==> src/rtl/accel_bcd_converter.sv <==
// Signed binary to BCD converter for three accelerometer axes.
// One shared double-dabble engine converts X, Y, Z in turn; results are
// published atomically at COMMIT. A one-deep buffer absorbs a strobe that
// arrives mid-conversion; overwriting a still-pending sample sets overrun.
`timescale 1ns/1ps

module accel_bcd_converter #(
    parameter int unsigned DATA_W = 16,
    parameter int unsigned DIGITS = 5
) (
    input  logic                  clk,
    input  logic                  rst,
    input  logic                  data_update,
    input  logic [DATA_W-1:0]     data_x,
    input  logic [DATA_W-1:0]     data_y,
    input  logic [DATA_W-1:0]     data_z,
    output logic [4*DIGITS-1:0]   x_bcd,
    output logic [4*DIGITS-1:0]   y_bcd,
    output logic [4*DIGITS-1:0]   z_bcd,
    output logic                  x_neg,
    output logic                  y_neg,
    output logic                  z_neg,
    output logic                  done,
    output logic                  busy,
    output logic                  overrun
);

    localparam int unsigned BCD_W = 4 * DIGITS;
    localparam int unsigned CNT_W = (DATA_W > 1) ? $clog2(DATA_W) : 1;

    typedef enum logic [2:0] {
        S_IDLE   = 3'd0,
        S_LOAD   = 3'd1,
        S_SHIFT  = 3'd2,
        S_STORE  = 3'd3,
        S_COMMIT = 3'd4
    } state_t;

    state_t                      state_q, state_d;
    logic [1:0]                  ax_q, ax_d;
    logic [2:0][DATA_W-1:0]      samp_q, samp_d;
    logic                        pend_q, pend_d;
    logic [2:0][DATA_W-1:0]      pbuf_q, pbuf_d;
    logic                        sign_q, sign_d;
    logic [DATA_W-1:0]           mag_q, mag_d;
    logic [BCD_W-1:0]            bcd_q, bcd_d;
    logic [CNT_W-1:0]            cnt_q, cnt_d;
    logic [2:0][BCD_W-1:0]       shd_bcd_q, shd_bcd_d;
    logic [2:0]                  shd_neg_q, shd_neg_d;
    logic [2:0][BCD_W-1:0]       out_bcd_q, out_bcd_d;
    logic [2:0]                  out_neg_q, out_neg_d;
    logic                        done_q, done_d;
    logic                        busy_q, busy_d;
    logic                        ovr_q, ovr_d;

    logic [2:0][DATA_W-1:0]      new_samp;
    logic [DATA_W-1:0]           sel_samp;
    logic [DATA_W-1:0]           neg_samp;
    logic [BCD_W-1:0]            bcd_adj;

    assign new_samp = {data_z, data_y, data_x};

    // State register
    always_ff @(posedge clk) begin
        if (rst) begin
            state_q <= S_IDLE;
        end else begin
            state_q <= state_d;
        end
    end

    // Next-state, datapath next values and buffering
    always_comb begin
        state_d   = state_q;
        ax_d      = ax_q;
        samp_d    = samp_q;
        pend_d    = pend_q;
        pbuf_d    = pbuf_q;
        sign_d    = sign_q;
        mag_d     = mag_q;
        bcd_d     = bcd_q;
        cnt_d     = cnt_q;
        shd_bcd_d = shd_bcd_q;
        shd_neg_d = shd_neg_q;
        out_bcd_d = out_bcd_q;
        out_neg_d = out_neg_q;
        done_d    = 1'b0;
        ovr_d     = ovr_q;

        sel_samp  = samp_q[ax_q];
        neg_samp  = ~sel_samp + DATA_W'(1);

        // Add 3 to every digit >= 5 ahead of the shift
        bcd_adj = bcd_q;
        for (int k = 0; k < int'(DIGITS); k++) begin
            if (bcd_q[4*k +: 4] >= 4'd5) begin
                bcd_adj[4*k +: 4] = bcd_q[4*k +: 4] + 4'd3;
            end
        end

        // Mid-conversion strobes land in the pending buffer, latest wins
        if (data_update && (state_q == S_LOAD || state_q == S_SHIFT || state_q == S_STORE)) begin
            pbuf_d = new_samp;
            pend_d = 1'b1;
            if (pend_q) begin
                ovr_d = 1'b1;
            end
        end

        case (state_q)
            S_IDLE: begin
                if (data_update) begin
                    samp_d  = new_samp;
                    ax_d    = 2'd0;
                    state_d = S_LOAD;
                end
            end
            S_LOAD: begin
                sign_d  = sel_samp[DATA_W-1];
                mag_d   = sel_samp[DATA_W-1] ? neg_samp : sel_samp;
                bcd_d   = '0;
                cnt_d   = CNT_W'(DATA_W - 1);
                state_d = S_SHIFT;
            end
            S_SHIFT: begin
                bcd_d = {bcd_adj[BCD_W-2:0], mag_q[DATA_W-1]};
                mag_d = {mag_q[DATA_W-2:0], 1'b0};
                if (cnt_q == '0) begin
                    state_d = S_STORE;
                end else begin
                    cnt_d = cnt_q - CNT_W'(1);
                end
            end
            S_STORE: begin
                shd_bcd_d[ax_q] = bcd_q;
                shd_neg_d[ax_q] = sign_q;
                if (ax_q < 2'd2) begin
                    ax_d    = ax_q + 2'd1;
                    state_d = S_LOAD;
                end else begin
                    state_d = S_COMMIT;
                end
            end
            S_COMMIT: begin
                out_bcd_d = shd_bcd_q;
                out_neg_d = shd_neg_q;
                done_d    = 1'b1;
                ax_d      = 2'd0;
                if (data_update) begin
                    samp_d  = new_samp;
                    state_d = S_LOAD;
                end else if (pend_q) begin
                    samp_d  = pbuf_q;
                    pend_d  = 1'b0;
                    state_d = S_LOAD;
                end else begin
                    state_d = S_IDLE;
                end
            end
            default: begin
                state_d = S_IDLE;
            end
        endcase

        busy_d = (state_d != S_IDLE);
    end

    // Datapath, shadow and output registers
    always_ff @(posedge clk) begin
        if (rst) begin
            ax_q      <= '0;
            samp_q    <= '0;
            pend_q    <= 1'b0;
            pbuf_q    <= '0;
            sign_q    <= 1'b0;
            mag_q     <= '0;
            bcd_q     <= '0;
            cnt_q     <= '0;
            shd_bcd_q <= '0;
            shd_neg_q <= '0;
            out_bcd_q <= '0;
            out_neg_q <= '0;
            done_q    <= 1'b0;
            busy_q    <= 1'b0;
            ovr_q     <= 1'b0;
        end else begin
            ax_q      <= ax_d;
            samp_q    <= samp_d;
            pend_q    <= pend_d;
            pbuf_q    <= pbuf_d;
            sign_q    <= sign_d;
            mag_q     <= mag_d;
            bcd_q     <= bcd_d;
            cnt_q     <= cnt_d;
            shd_bcd_q <= shd_bcd_d;
            shd_neg_q <= shd_neg_d;
            out_bcd_q <= out_bcd_d;
            out_neg_q <= out_neg_d;
            done_q    <= done_d;
            busy_q    <= busy_d;
            ovr_q     <= ovr_d;
        end
    end

    assign x_bcd   = out_bcd_q[0];
    assign y_bcd   = out_bcd_q[1];
    assign z_bcd   = out_bcd_q[2];
    assign x_neg   = out_neg_q[0];
    assign y_neg   = out_neg_q[1];
    assign z_neg   = out_neg_q[2];
    assign done    = done_q;
    assign busy    = busy_q;
    assign overrun = ovr_q;

endmodule

==> config.mk <==
export PLATFORM = sky130hd
export DESIGN_NAME = accel_bcd_converter
export DESIGN_NICKNAME = d
export VERILOG_FILES = /design/src/rtl/accel_bcd_converter.sv
export SDC_FILE = /design/constraint.sdc
export NUM_CORES = 1
export LEC_CHECK = 0
export ABC_CLOCK_PERIOD_IN_PS = 2550
export CAP_MARGIN = 40
export CORE_ASPECT_RATIO = 1.5
export CORE_UTILIZATION = 40
export CTS_BUF_LIST = sky130_fd_sc_hd__clkbuf_8
export DETAILED_ROUTE_END_ITERATION = 10
export PLACE_DENSITY = 0.69
export REMOVE_ABC_BUFFERS = 1
export SLEW_MARGIN = 10
export SYNTH_ARGS = -nofsm -noshare
export SYNTH_HDL_FRONTEND = slang
export SYNTH_SLANG_ARGS = --single-unit
==> constraint.sdc <==
create_clock -name clk -period 2.55 [get_ports clk]
set_clock_uncertainty 0.1 [all_clocks]
set_input_delay 0.3825 -clock clk [delete_from_list [all_inputs] [get_ports clk]]
set_output_delay 0.3825 -clock clk [all_outputs]
set_load 0.01 [all_outputs]
==> Word-level counts from Yosys, hierarchy flattened <==
Cells that the tools add are included.
{ "totals": {"register_bits": 272, "latch_bits": 0, "ram_bits": 0, "mem_bits_ro": 0, "in_bits": 51, "output_inout_bits": 66, "elab_cells": 99, "mem_count": 0} }
{ "classes": {"n_addsub": 8, "multipliers": 0, "n_div": 0, "n_lt_le_gt_ge": 8, "eq_ne": 8, "shifts": 0, "mux": 36, "bitwise_logic": 1, "n_reduce_logical": 14} }
{ "ops": {"columns": ["operator", "n"], "rows": [
  ["48-bit 2-to-1 mux", 3],
  ["48-bit case mux with 2 select lines", 1],
  ["60-bit bitwise mux", 1],
  ["20-bit demux with 2-bit select", 1],
  ["20-bit case mux with 2 select lines", 1],
  ["16-bit binary-select mux with 2-bit select", 1],
  ["16-bit 2-to-1 mux", 2],
  ["16-bit case mux with 2 select lines", 1],
  ["4-bit by 3-bit greater-or-equal comparator with 1-bit output, second input constant", 5],
  ["20-bit 2-to-1 mux", 1],
  ["4-bit 2-to-1 mux", 5],
  ["16-bit by 1-bit adder with 16-bit output, second input constant", 1],
  ["4-bit by 2-bit adder with 4-bit output, second input constant", 4],
  ["16-bit NOT", 1],
  ["3-bit case mux with 5 select lines", 1],
  ["3-bit 2-to-1 mux", 4],
  ["1-bit 2-to-1 mux", 8],
  ["4-bit case mux with 2 select lines", 1],
  ["3-bit by 2-bit equality test with 1-bit output, second input constant", 2],
  ["2-bit case mux with 3 select lines", 1],
  ["3-bit AND reduction", 2],
  ["3-bit nonzero test", 2],
  ["4-bit zero test", 1],
  ["2-bit 2-to-1 mux", 2],
  ["other kinds (18)", 23]
]} }

==> Longest topological paths before layout <==
{ "logic_depth": {"word_depth": 8, "mapped_depth": 11, "ltp_nobuf": 9} }

==> Worst setup path after synthesis <==
Ideal clock, no wire load.
{ "synth_timing": {"kind": "register to register", "startpoint": "reg ax_q[0]", "endpoint": "reg mag_q[8]", "setup_ns": 0.120, "t_arrival_ns": 1.946, "t_required_ns": 2.330, "path_slack_ns": 0.384, "path_stages_with_launch": 12, "n_path_buf": 2, "synth_period_minus_slack_ns": 2.166, "cell_sequence": "dfxtp_1 buf_6 buf_12 mux2i_1 o22ai_1 inv_1 ha_1 o211ai_1 nor4_2 a21oi_1 nor3b_1 a211o_1"} }
{ "synth_between": {"elab_chain_cells": 6} }
{ "synth_lines": {"columns": ["item", "line_no", "text"], "rows": [
  ["from (decl)", "40", "logic [1:0] ax_q, ax_d;"],
  ["from (signal assigned)", "171", "ax_q <= '0;"],
  ["from (signal assigned)", "187", "ax_q <= ax_d;"],
  ["16-bit binary-select mux with 2-bit select *", "90", "sel_samp = samp_q[ax_q];"],
  ["16-bit 2-to-1 mux (not written as such) *", "90", null],
  ["16-bit NOT", "91", "neg_samp = ~sel_samp + DATA_W'(1);"],
  ["16-bit by 1-bit adder with 16-bit output", "91", null],
  ["16-bit 2-to-1 mux *", "120", "mag_d = sel_samp[DATA_W-1] ? neg_samp : sel_samp;"],
  ["16-bit case mux with 2 select lines *", "110", "case (state_q)"],
  ["to (signal assigned)", "192", "mag_q <= mag_d;"],
  ["to (decl)", "45", "logic [DATA_W-1:0] mag_q, mag_d;"]
]} }
Mark *: on every way between the ends. The rest lies on a longest branch, timed or not. The select of a mux whose other input is x is not followed.
A chain may end at the register's enable or synchronous reset.

==> Worst setup path in the final report <==
{ "layout_timing": {"startpoint": "reg ax_q[1]", "endpoint": "reg mag_q[8]"} }
Same word-level chain as after synthesis.

==> metrics <==
status finished, violations left; violated checks DRC; initial antenna violation count 0; crit path capture mag_q[8]$_SDFFE_PP0P_; die span in y 207 microns; Crit. path cell count 9; Yosys cell types 50; chip width about 140 microns; clk root buf clkbuf_8; Max transition margin 0.527; sequential element share of the synthesized area 0.487; ANT cells 0; Final Critical Period between 2 and 2.5 ns; RR Endpoint mag_q[8]$_SDFFE_PP0P_; fin nets roughly 1600; met3 WL post-DR roughly 940 microns; most frequent cells in the layout nand2_1, dfxtp_1, a21oi_1; worst skew pair latency approximately 0.54 ns; Ys Warns 0; EDFF count, synth 0; vias between 9000 and 10000; global-route usage over all layers 0.191; # hold bufs at CTS 0; Critical Path Max Stage Delay roughly 0.53 ns; VDD IR max ~0.31 mV; final setup fails 0; Worst-path clk slew roughly 0.060 ns; Worst EP required around 2.9 ns; largest family of logic cells by synthesized area simple AND/OR/NAND/NOR gates; ANT nets after route 0; final setup TNS 0 ns; flop and latch count out of synthesis around 270; area fraction in compound gates after synthesis 0.206; measured slew at the worst slew-check pin 0.710 ns; grt total ovfl 0; Crit path max-delay family compound AO/OA/AOI/OAI gates; CTS H-Tree Depth 2; first-pass GRT wire length 45.4 mm; r2r startpoint ax_q[1]$_SDFFE_PP0P_; Met1 Wirelength 11.4 mm; worst path bufs/invs 1; CP endpoint kind flop; hold path cells 2; Critical Path Fanout Max 7; period utilisation layout 0.914; CTS tree yes; TritonRoute pass-1 iters 7; routed vias/inst about 5.2; pwr/cell area around 670 nW/um^2; post-synthesis async set-or-reset flop share 0; # rows between 70 and 80; Critical Path AT approximately 2.7 ns; largest net degree at the start of global routing just over 90; worst hold path class input port to flop; Main synth FF type dfxtp_1; Setup CP Type flop to flop; path depth of the worst reg2reg path 9; Fill cells about 2700; Routed WL 27.0 mm; drt wl/cell around 14 microns; r2r setup slk 0.22 ns; DRC Markers 24; proportion of synthesized area in mux cells 0.0143; cell area after synthesis around 11000 sq um; I/O Pins ~120; # port buffers roughly 120; CP cell instances nand2_1 > o22ai_1 > inv_1 > ha_1 > o211ai_1 > nor4_4 > a21oi_1 > nor3b_1 > a211o_1; Final Hold Viols 0; initial core utilization 0.409; TritonCTS Buffers between 40 and 50; max-slew violations 0; routability congestion estimate from global placement 0.823; Util after Layout 0.498; Longest Clk Path Bufs 3; Post-Synth XOR/XNOR Area 0.0125; layout cells sized above 1 0.0752; drt initial violations a little under 600; Slowest-stage cell, CP dfxtp_1; Critical Path Start ax_q[1]$_SDFFE_PP0P_; post-CTS sizing 0; die area around 29000 sq um; Worst Setup Start Kind flop; met2 routed WL 14.0 mm; commonest non-fill, non-tap cell in the layout nand2_1; P_leak approximately 4.5 nW; Core Footprint approximately 27000 sq um; Max Freq about 0.43 GHz; adder-cell area share of the yosys netlist 0.0168; number of setup buffers added after CTS 0; Synth Area in Simple Gates 0.212; via count of the first global-routing pass ~9300; Area Growth Syn to Fin 21.8%; highest metal used met4; Sink Count between 200 and 300; cell count after synthesis around 1400; total of max-cap violations 0; dpl hpwl around 18 mm; Synth Area per Inst 7.81 sq um
## through the flow
step                instances  hold slack (ns)  total power [W]  setup slack, ns  instance area (sq um)
finish                   1884            0.205          0.00918            0.219                  13600
global route             1884            0.189          0.00965          -0.0104                  13600
CTS                      1884            0.174          0.00929            0.128                  13600
detailed placement       1812            0.342          0.00576            0.152                  12800
global placement         1809            0.336          0.00573            0.188                  12700
floorplan                1310            0.326          0.00528            -3.60                  10700
## Yosys cell counts, drive strengths merged, types with 2 or more instances
master	count	area, sq um
o22a	2	17.5
nand2b	11	68.8
xnor2	12	105
o21ai	68	340
dfxtp	272	5450
xor2	4	35.0
nor4	2	18.8
and2	5	31.3
nand3	8	45.0
nor3	14	75.1
nand3b	3	22.5
a31oi	4	25.0
nor2	93	357
nand2	439	1650
buf	19	121
nor3b	5	53.8
o22ai	17	106
a311oi	51	447
a211oi	4	30.0
ha	15	188
a22oi	31	233
inv	16	60.1
or4	2	15.0
a21oi	196	981
mux2i	16	160
a22o	4	35.0
o211ai	3	22.5
clkbuf	103	387
a41oi	2	17.5
## flip-flops by register name, summed over array words and instances, names as in the netlist
name / count
pbuf_q: 48
mag_q: 16
cnt_q: 4
y_bcd: 20
shd_bcd_q: 60
done: 1
out_neg_q: 3
busy: 1
state_q: 3
overrun: 1
shd_neg_q: 3
x_bcd: 20
pend_q: 1
bcd_q: 20
ax_q: 2
samp_q: 48
z_bcd: 20
sign_q: 1
## routing by layer
metal	vias up	global-route usage
li1	5020	-
met1	4472	0.220
met2	179	0.360
met3	48	0.0272
met4	0	0.0666
met5	-	0
## where the power goes
| group | switching [W] | leakage [nW] | internal [W] |
|---|---|---|---|
| logic | 0.000644 | 1.83 | 0.000453 |
| clock network | 0.00164 | 0.470 | 0.00188 |
| registers | 0.000126 | 2.21 | 0.00445 |
## how the worst min path moves through the flow
| stage | from | to | slack [ns] |
|---|---|---|---|
| finish | rst | bcd_q[8]$_SDFFE_PP0P_ | 0.20 |
| global route | rst | bcd_q[8]$_SDFFE_PP0P_ | 0.19 |
| CTS | rst | bcd_q[8]$_SDFFE_PP0P_ | 0.17 |
| detailed placement | shd_bcd_q[0]$_SDFFE_PP0P_ | x_bcd[0]$_SDFFE_PP0N_ | 0.34 |
| global placement | shd_bcd_q[53]$_SDFFE_PP0P_ | z_bcd[13]$_SDFFE_PP0N_ | 0.34 |
| floorplan | shd_neg_q[0]$_SDFFE_PP0P_ | out_neg_q[0]$_SDFFE_PP0N_ | 0.33 |
## cell type report
| cell class | instances | area, sq um | area share |
|---|---|---|---|
| clock buffer | 50 | 688 | 0.0506 |
| multi-input combinational | 1022 | 5210 | 0.383 |
| tap | 342 | 428 | 0.0314 |
| timing repair buffer | 160 | 1660 | 0.122 |
| inverter | 16 | 60.1 | 0.00441 |
| sequential | 272 | 5450 | 0.400 |
| clock inverter | 22 | 125 | 0.00919 |
## worst register-to-register path, stage by stage, from the launching register on
cell and delay, ns:
dfxtp_1 0.53, nand2_1 0.10, o22ai_1 0.33, inv_1 0.10
ha_1 0.22, o211ai_1 0.19, nor4_4 0.10, a21oi_1 0.22
nor3b_1 0.07, a211o_1 0.27
## cell families after synthesis
kind of cell | after synthesis
AOI/OAI and AO/OA | 388
xor gates and xnor gates | 16
adders and majority gates | 15
buffers and inverters | 138
DFF | 272
muxes | 16
and+or+nand+nor | 587
Note: power is estimated with default switching activity, not from simulation.
